--- src/rtl/imem_loader_if.sv ---
// Byte-stream and instruction-memory write bus between the boot source and the loader.
// master = stream source / memory side, slave = imem_loader.
interface imem_loader_if #(
  parameter int ADDR_W = 5
);
  logic              byte_valid;
  logic [7:0]        byte_data;
  logic              byte_ready;
  logic              mem_we;
  logic [ADDR_W-1:0] mem_addr;
  logic [31:0]       mem_wdata;

  modport master (
    output byte_valid, byte_data,
    input  byte_ready, mem_we, mem_addr, mem_wdata
  );

  modport slave (
    input  byte_valid, byte_data,
    output byte_ready, mem_we, mem_addr, mem_wdata
  );
endinterface

--- src/rtl/imem_loader.sv ---
// Boot loader: packs a little-endian byte stream into 32-bit words, writes them to
// consecutive imem addresses from 0 and holds the CPU until the requested count is in.
//
// state | meaning
// IDLE  | no load in progress, CPU held, waiting for a legal start
// RECV  | collecting the four bytes of the current word
// WRITE | one-cycle imem write of the assembled word
// DONE  | all words written, CPU released
module imem_loader #(
  parameter int DEPTH  = 18,
  parameter int ADDR_W = 5
) (
  input  logic            clk,
  input  logic            rst_n,
  input  logic            start,
  input  logic [ADDR_W:0] word_count,
  imem_loader_if.slave    bus,
  output logic            cpu_hold,
  output logic            done,
  output logic            error
);

  localparam logic [ADDR_W:0] MAX_COUNT = (ADDR_W+1)'(DEPTH);

  typedef enum logic [1:0] {IDLE, RECV, WRITE, DONE} state_t;

  state_t          state;
  logic [1:0]      byte_idx;
  logic [ADDR_W:0] count;
  logic            start_ok;
  logic            last_word;

  assign start_ok  = (word_count != '0) && (word_count <= MAX_COUNT);
  assign last_word = ({1'b0, bus.mem_addr} == (count - 1'b1));

  always_ff @(posedge clk or negedge rst_n) begin
    if (!rst_n) begin
      state          <= IDLE;
      cpu_hold       <= 1'b1;
      done           <= 1'b0;
      error          <= 1'b0;
      bus.byte_ready <= 1'b0;
      bus.mem_we     <= 1'b0;
      bus.mem_addr   <= '0;
      bus.mem_wdata  <= '0;
      byte_idx       <= '0;
      count          <= '0;
    end else begin
      bus.mem_we <= 1'b0;
      // A start is honoured only between loads; mid-load starts fall through to the case.
      if (start && (state == IDLE || state == DONE)) begin
        done     <= 1'b0;
        cpu_hold <= 1'b1;
        if (start_ok) begin
          count          <= word_count;
          bus.mem_addr   <= '0;
          byte_idx       <= '0;
          error          <= 1'b0;
          bus.byte_ready <= 1'b1;
          state          <= RECV;
        end else begin
          error <= 1'b1;
          state <= IDLE;
        end
      end else begin
        case (state)
          IDLE: begin
            bus.byte_ready <= 1'b0;
            cpu_hold       <= 1'b1;
          end
          RECV: begin
            if (bus.byte_valid && bus.byte_ready) begin
              bus.mem_wdata[{byte_idx, 3'b000} +: 8] <= bus.byte_data;
              byte_idx <= byte_idx + 2'd1;
              if (byte_idx == 2'd3) begin
                bus.byte_ready <= 1'b0;
                bus.mem_we     <= 1'b1;
                state          <= WRITE;
              end
            end
          end
          WRITE: begin
            if (last_word) begin
              done     <= 1'b1;
              cpu_hold <= 1'b0;
              state    <= DONE;
            end else begin
              bus.mem_addr   <= bus.mem_addr + 1'b1;
              bus.byte_ready <= 1'b1;
              state          <= RECV;
            end
          end
          DONE: begin
            bus.byte_ready <= 1'b0;
          end
          default: state <= IDLE;
        endcase
      end
    end
  end

endmodule

--- src/flat_wrapper.sv ---
// flat-port wrapper written by rule: the top's interface ports become plain ports
module imem_loader_flat 
#(
  parameter int DEPTH  = 18,
  parameter int ADDR_W = 5
)
  (clk, rst_n, start, word_count, cpu_hold, done, error, bus_byte_valid, bus_byte_data, bus_byte_ready, bus_mem_we, bus_mem_addr, bus_mem_wdata);
  imem_loader_if #(.ADDR_W(ADDR_W)) bus_i ();
  input  logic clk;
  input  logic rst_n;
  input  logic start;
  input  logic [ADDR_W:0] word_count;
  output logic cpu_hold;
  output logic done;
  output logic error;
  input wire logic [$bits(bus_i.byte_valid)-1:0] bus_byte_valid;
  input wire logic [$bits(bus_i.byte_data)-1:0] bus_byte_data;
  output wire logic [$bits(bus_i.byte_ready)-1:0] bus_byte_ready;
  output wire logic [$bits(bus_i.mem_we)-1:0] bus_mem_we;
  output wire logic [$bits(bus_i.mem_addr)-1:0] bus_mem_addr;
  output wire logic [$bits(bus_i.mem_wdata)-1:0] bus_mem_wdata;
  assign bus_i.byte_valid = bus_byte_valid;
  assign bus_i.byte_data = bus_byte_data;
  assign bus_byte_ready = bus_i.byte_ready;
  assign bus_mem_we = bus_i.mem_we;
  assign bus_mem_addr = bus_i.mem_addr;
  assign bus_mem_wdata = bus_i.mem_wdata;
  imem_loader #(.DEPTH(DEPTH), .ADDR_W(ADDR_W)) u_core (.clk(clk), .rst_n(rst_n), .start(start), .word_count(word_count), .bus(bus_i), .cpu_hold(cpu_hold), .done(done), .error(error));
endmodule
--- config.mk ---
export PLATFORM = sky130hd
export DESIGN_NAME = imem_loader_flat
export DESIGN_NICKNAME = d
export VERILOG_FILES = /design/src/rtl/imem_loader_if.sv /design/src/rtl/imem_loader.sv /design/src/flat_wrapper.sv
export SDC_FILE = /design/constraint.sdc
export NUM_CORES = 1
export LEC_CHECK = 0
export BUFFER_PORTS_ARGS = -buffer_cell sky130_fd_sc_hd__buf_2
export CAP_MARGIN = 20
export CORE_UTILIZATION = 36
export CTS_BUF_LIST = sky130_fd_sc_hd__clkbuf_8
export DETAILED_ROUTE_END_ITERATION = 7
export GPL_TIMING_DRIVEN = 0
export PLACE_DENSITY = 0.62
export SYNTH_ARGS = -nofsm -noshare
export SYNTH_HDL_FRONTEND = slang
export SYNTH_SLANG_ARGS = --single-unit
--- constraint.sdc ---
create_clock -name clk -period 2.75 [get_ports clk]
set_input_delay 0 -clock clk [delete_from_list [all_inputs] [get_ports clk]]
set_output_delay 0 -clock clk [all_outputs]
set_load 0.05 [all_outputs]
== Word level (Yosys, flattened, before mapping) ==
Index checks and enable logic that the tools add are counted.
Cells by class
  divide/modulo/power cells: 0
  shift-type cells: 2
  bitwise logic cells: 1
  equality and inequality tests: 11
  order comparisons: 1
  muxes and demuxes: 32
  $add $sub $neg: 4
  $mul: 0
  reduce and logical (&&, ||, !) cells: 21
Operators by type and width (number)
  bitwise mux 32 bit: 1
  variable shift 8 x 7 -> 32 bit, first input constant: 1
  indexed part select 8 x 7 -> 32 bit: 1
  two-way mux 5 bit: 4
  two-way mux 1 bit: 16
  two-way mux 2 bit: 8
  AND reduction 3 bit: 4
  != test 3 x 1 -> 1 bit, second input constant: 3
  nonzero test 2 bit: 4
  negator 5 -> 7 bit: 1
  == test 2 bit, second input constant: 3
  == test 5 x 6 -> 1 bit: 1
  less-or-equal comparator 6 x 5 -> 1 bit, second input constant: 1
  AND reduction 2 bit: 3
  nonzero test 3 bit: 2
  nonzero test 6 bit: 1
  subtractor 6 x 1 -> 6 bit, second input constant: 1
  adder 5 x 1 -> 5 bit, second input constant: 1
  one-hot mux 2 bit (2 select lines): 1
  AND reduction 4 bit: 1
  logical AND 1 bit: 3
  != test 3 bit, second input constant: 1
  one-hot mux 1 bit (3 select lines): 1
  adder 2 x 1 -> 2 bit, second input constant: 1
  8 further kinds: 8
Word-level totals
  memory bits (writable): 0
  memories: 0
  output and inout port bits: 42
  bits in latches: 0
  ROM bits: 0
  word-level logic and storage cells: 82
  input bits: 18
  register bits: 52

== Logic depth before layout (Yosys ltp) ==
  depth after elaboration: 5
  depth in mapped cells: 8
  depth with buffers taken out: 8

== Worst setup path before layout ==
Ideal clock, no wire load.
  path type: register -> register
  start: register u_core.bus.mem_addr[2]
  end: register u_core.bus.mem_addr[4]
  stages on the path, launching flop included: 8
  library setup time: 0.070 ns
  arrival: 1.980 ns
  clock period less this slack: 2.050 ns
  slack: 0.700 ns
  path buffers: 1
  required time: 2.680 ns
  cell sequence: dfrtp_1 > buf_4 > xor2_1 > nor2_1 > o31ai_4 > o21ai_4 > or4_1 > nand3_1
Between the ends
  word-level cells in the longest chain between the ends: 4
  elaborated cells between the ends (all ways): 7
  classes of those cells: add/sub (1); eq/ne (2); mux (3); reduce/logical (1)
Ends and longest elaborated chain
  start: declaration: RTL line imem_loader_if.sv:20  | output byte_ready, mem_we, mem_addr, mem_wdata
  start signal: assignment: RTL line imem_loader.sv:88  | bus.mem_addr <= bus.mem_addr + 1'b1;
  adder 5 x 1 -> 5 bit: RTL line imem_loader.sv:88
  two-way mux 5 bit: RTL line imem_loader.sv:83  | if (last_word) begin
  two-way mux 5 bit: RTL line imem_loader.sv:66  | case (state)
  two-way mux 5 bit: RTL line imem_loader.sv:51  | if (start && (state == IDLE || state == DONE)) begin
Several ways; a longest one is shown, not always the timed one. The select of a mux whose other input is x is not followed.
A chain may end at the register's enable or synchronous reset.

== Final worst setup path ==
  start: register u_core.state[0]
  end: register u_core.count[0]
Between the ends
  word-level cells in the longest chain between the ends: 4
  elaborated cells between the ends (all ways): 5
  classes of those cells: eq/ne (1); reduce/logical (4)
Ends and longest elaborated chain
  start: declaration: RTL line imem_loader.sv:27  | state_t state;
  start signal: assignment: RTL line imem_loader.sv:38  | state <= IDLE;
  start signal: assignment: RTL line imem_loader.sv:60  | state <= RECV;
  start signal: assignment: RTL line imem_loader.sv:63  | state <= IDLE;
  == test 2 bit or zero test 2 bit (tied branches): RTL line imem_loader.sv:51
  logical OR 1 bit (*): RTL line imem_loader.sv:51
  logical AND 1 bit (*): RTL line imem_loader.sv:51
  AND reduction 2 bit (no line) (*)
  end signal: assignment: RTL line imem_loader.sv:55  | count <= word_count;
  end: declaration: RTL line imem_loader.sv:29  | logic [ADDR_W:0] count;
Mark *: on every way between the ends. The rest lies on a longest branch, timed or not.

==> out/metrics.cfg <==
[run_status]
status=completed

[routing]
final_antenna_net_count=0
wl_per_cell_um=12.8
wirelength_mm=5.75
drt_pass1_iterations=6
drc=0
drt-initial-drc-count=111
vias=2164
routed_via_density=4.83

[final_layout]
instances_no_fill=448
layout-drive-gt1-share_pct=22.7
seq_area_um2=1300
syn_to_final_growth_pct=26.8
diodes=0
nets=382
num-fill-cells=662
multi_input_area_um2=1150

[yosys]
synth_area_um2=2520
synth-edff-count=0
synth-seq-area-share_pct=51.6
yosys_warnings=0
ys_ff_latch=52
netlist_top_cells_count=nand2_1, dfrtp_1, o21ai_0, ha_1, inv_1
synth_nets=300
synth_cells=269
synth_top_area_cell=dfrtp_1
yosys-top-cells-area=dfrtp_1, nand2_1, o21ai_0
ys_async_sr_fraction_pct=100
synth.most_common_cell=nand2_1
netlist-cell-type-count=38
synth_ff_type=dfrtp_1
yosysTopAreaCellShare_pct=50.6
avgSynthCellArea_um2=9.38

[setup_path]
critPathRequiredTime_ns=2.94
setup.worst_path.start_class=flip-flop
r2r_slack_ns=0.58
cp_data_arrival_time_ns=2.37
cp-end-kind=flip-flop
cp_max_fo=10
path_class=flip-flop to flip-flop

[power_and_ir_drop]
p_leak_nw=1.54
p_per_area_nw_per_um2=944
max-vdd-ir-drop_v=0.000729

[placed_design]
dp_hpwl_mm=4.10
io_buffers=59
dp_cells=425
place.gp.congestion=0.793

[sta]
finalClockSkew_ns=0.00935
min_period_over_period_pct=79.1
final.min_clock_period_ns=2.17
finalSetupTns_ns=0
slew_violations=0
rsz0062_at_grt=false
slew_headroom_pct=42.4
timing.fmax_mhz=460
worst_pin_slew_ns=0.857
hold_violations=0
setup_viol=0

[clocking]
clk_latency_ns=0.31
cts-buffers-inserted=5
h-tree-depth=2
ctsResizeCount=0
clock_path_buffers=2
cts_root_buf=clkbuf_8
clkSinkCount=52
cts.clk_slew.worst_paths_ns=0.10
cts_setup_buffers=0
tritoncts=built
ctsHoldBuffers=15

[floorplanning]
die-area_um2=7350
die_x_um=85.7
core_um2=6790
start_util_pct=37.1
std_cell_rows=30
fp.dieH_um=85.7
ios=60

[grt]
grt_use_met2_pct=27.7
grt-busiest-layer=met2
grtUsageMet3_pct=4.04
grtUsageMet1_pct=22.5
grt-ovfl-total=0
antenna_found_initial=0
grt_max_degree=35
grt_pass1_wl_mm=9.84
gr-usage-all-layers_pct=17.0
grt_pass1_vias=2063

[worst_hold_path]
hold_class=input pin to flip-flop

[flow_run]
maxCapViolations=0

==> final timing paths <==
check | start | end | cells past startpoint
max | u_core.state[0] | u_core.count[0] | 6
min | bus_byte_valid | u_core.bus.mem_we | 3
max reg2reg | u_core.state[0] | u_core.count[0] | 6
min reg2reg | u_core.bus.mem_wdata[23] | u_core.bus.mem_wdata[23] | 2
max in group asynchronous | rst_n | u_core.cpu_hold | 3
min in group asynchronous | rst_n | u_core.bus.mem_wdata[22] | 2
==> logic make-up (layout without fill, tap and decap cells) <==
kind of cell             after synthesis  count (layout)  share of synthesized area, %
AND/OR/NAND/NOR                      116             116                          19.8
AO/OA/AOI/OAI                         57              57                          14.1
flip-flops                            52              52                          51.6
buffers and inverters                 18             101                          2.83
adder cells (fa/ha/maj)               13              13                          6.45
multiplexers                           7               7                          3.07
XOR/XNOR                               6               6                          2.08
==> power breakdown <==
group          switching (mW)  total, mW  internal, mW
Clock                   0.267      0.449         0.181
Combinational           0.991       1.47         0.477
Sequential              0.162       1.10         0.942
==> state kept, by name, indices dropped and copies added, names as in the netlist, 2 cells and up <==
signal                cells
u_core.bus.mem_addr       5
u_core.bus.mem_wdata     32
u_core.state              2
u_core.count              6
u_core.byte_idx           2
==> worst max-delay path, cell delays in order, from the launching register on <==
cell	delay (ns)
dfrtp_1	0.38
inv_1	0.10
ha_1	0.36
nor2b_1	0.12
clkbuf_1	0.34
nand2_1	0.37
mux2_2	0.38
==> cells in the final DEF, fill, tap and decap left out, types with 2 or more instances in the layout <==
master and instances:
nand2_1 77, and2_1 2, inv_1 11, nor3_1 7, and3_1 3, a221oi_1 2, clkbuf_1 5, ha_1 13
o21ai_0 40, buf_2 59, or4_1 2, o2bb2ai_1 2, nand3_1 7, nor2_1 10, o211ai_1 3, mux2_2 6
dfrtp_1 51, xor2_1 5, dlygate4sd3_1 15, a21oi_1 3, clkbuf_8 5
==> final cells by class <==
type                    instances  area share (%)
plain buffers                   7           0.939
clock inverters                 3           0.665
multi-input cells             199            35.9
flip-flops and latches         52            40.7
inverters                      11            1.29
clock buffers                   5            2.15
repair buffers                 75            14.5
well taps                      96            3.75
==> metrics by stage <==
stage / hold slack [ns] / setup WS (ns) / power, mW / instance area (µm²) / util [%]
final: 0.0543 / 0.576 / 3.02 / 3200 / 47.1
after global routing: 0.0897 / 0.368 / 3.25 / 3200 / 47.1
after global placement: 0.253 / 0.618 / 2.55 / 2940 / 43.3
after CTS: 0.0504 / 0.582 / 3.05 / 3200 / 47.1
after detailed placement: -0.0285 / 0.596 / 2.57 / 2960 / 43.6
after floorplan: -0.296 / 0.700 / 2.23 / 2520 / -
==> metal layers <==
layer	up-vias	routed length (µm)
li1	1072	-
met1	1025	2830
met2	61	2570
met3	6	273
met4	0	76
met5	-	0
Note: power is estimated with default switching activity, not from simulation.
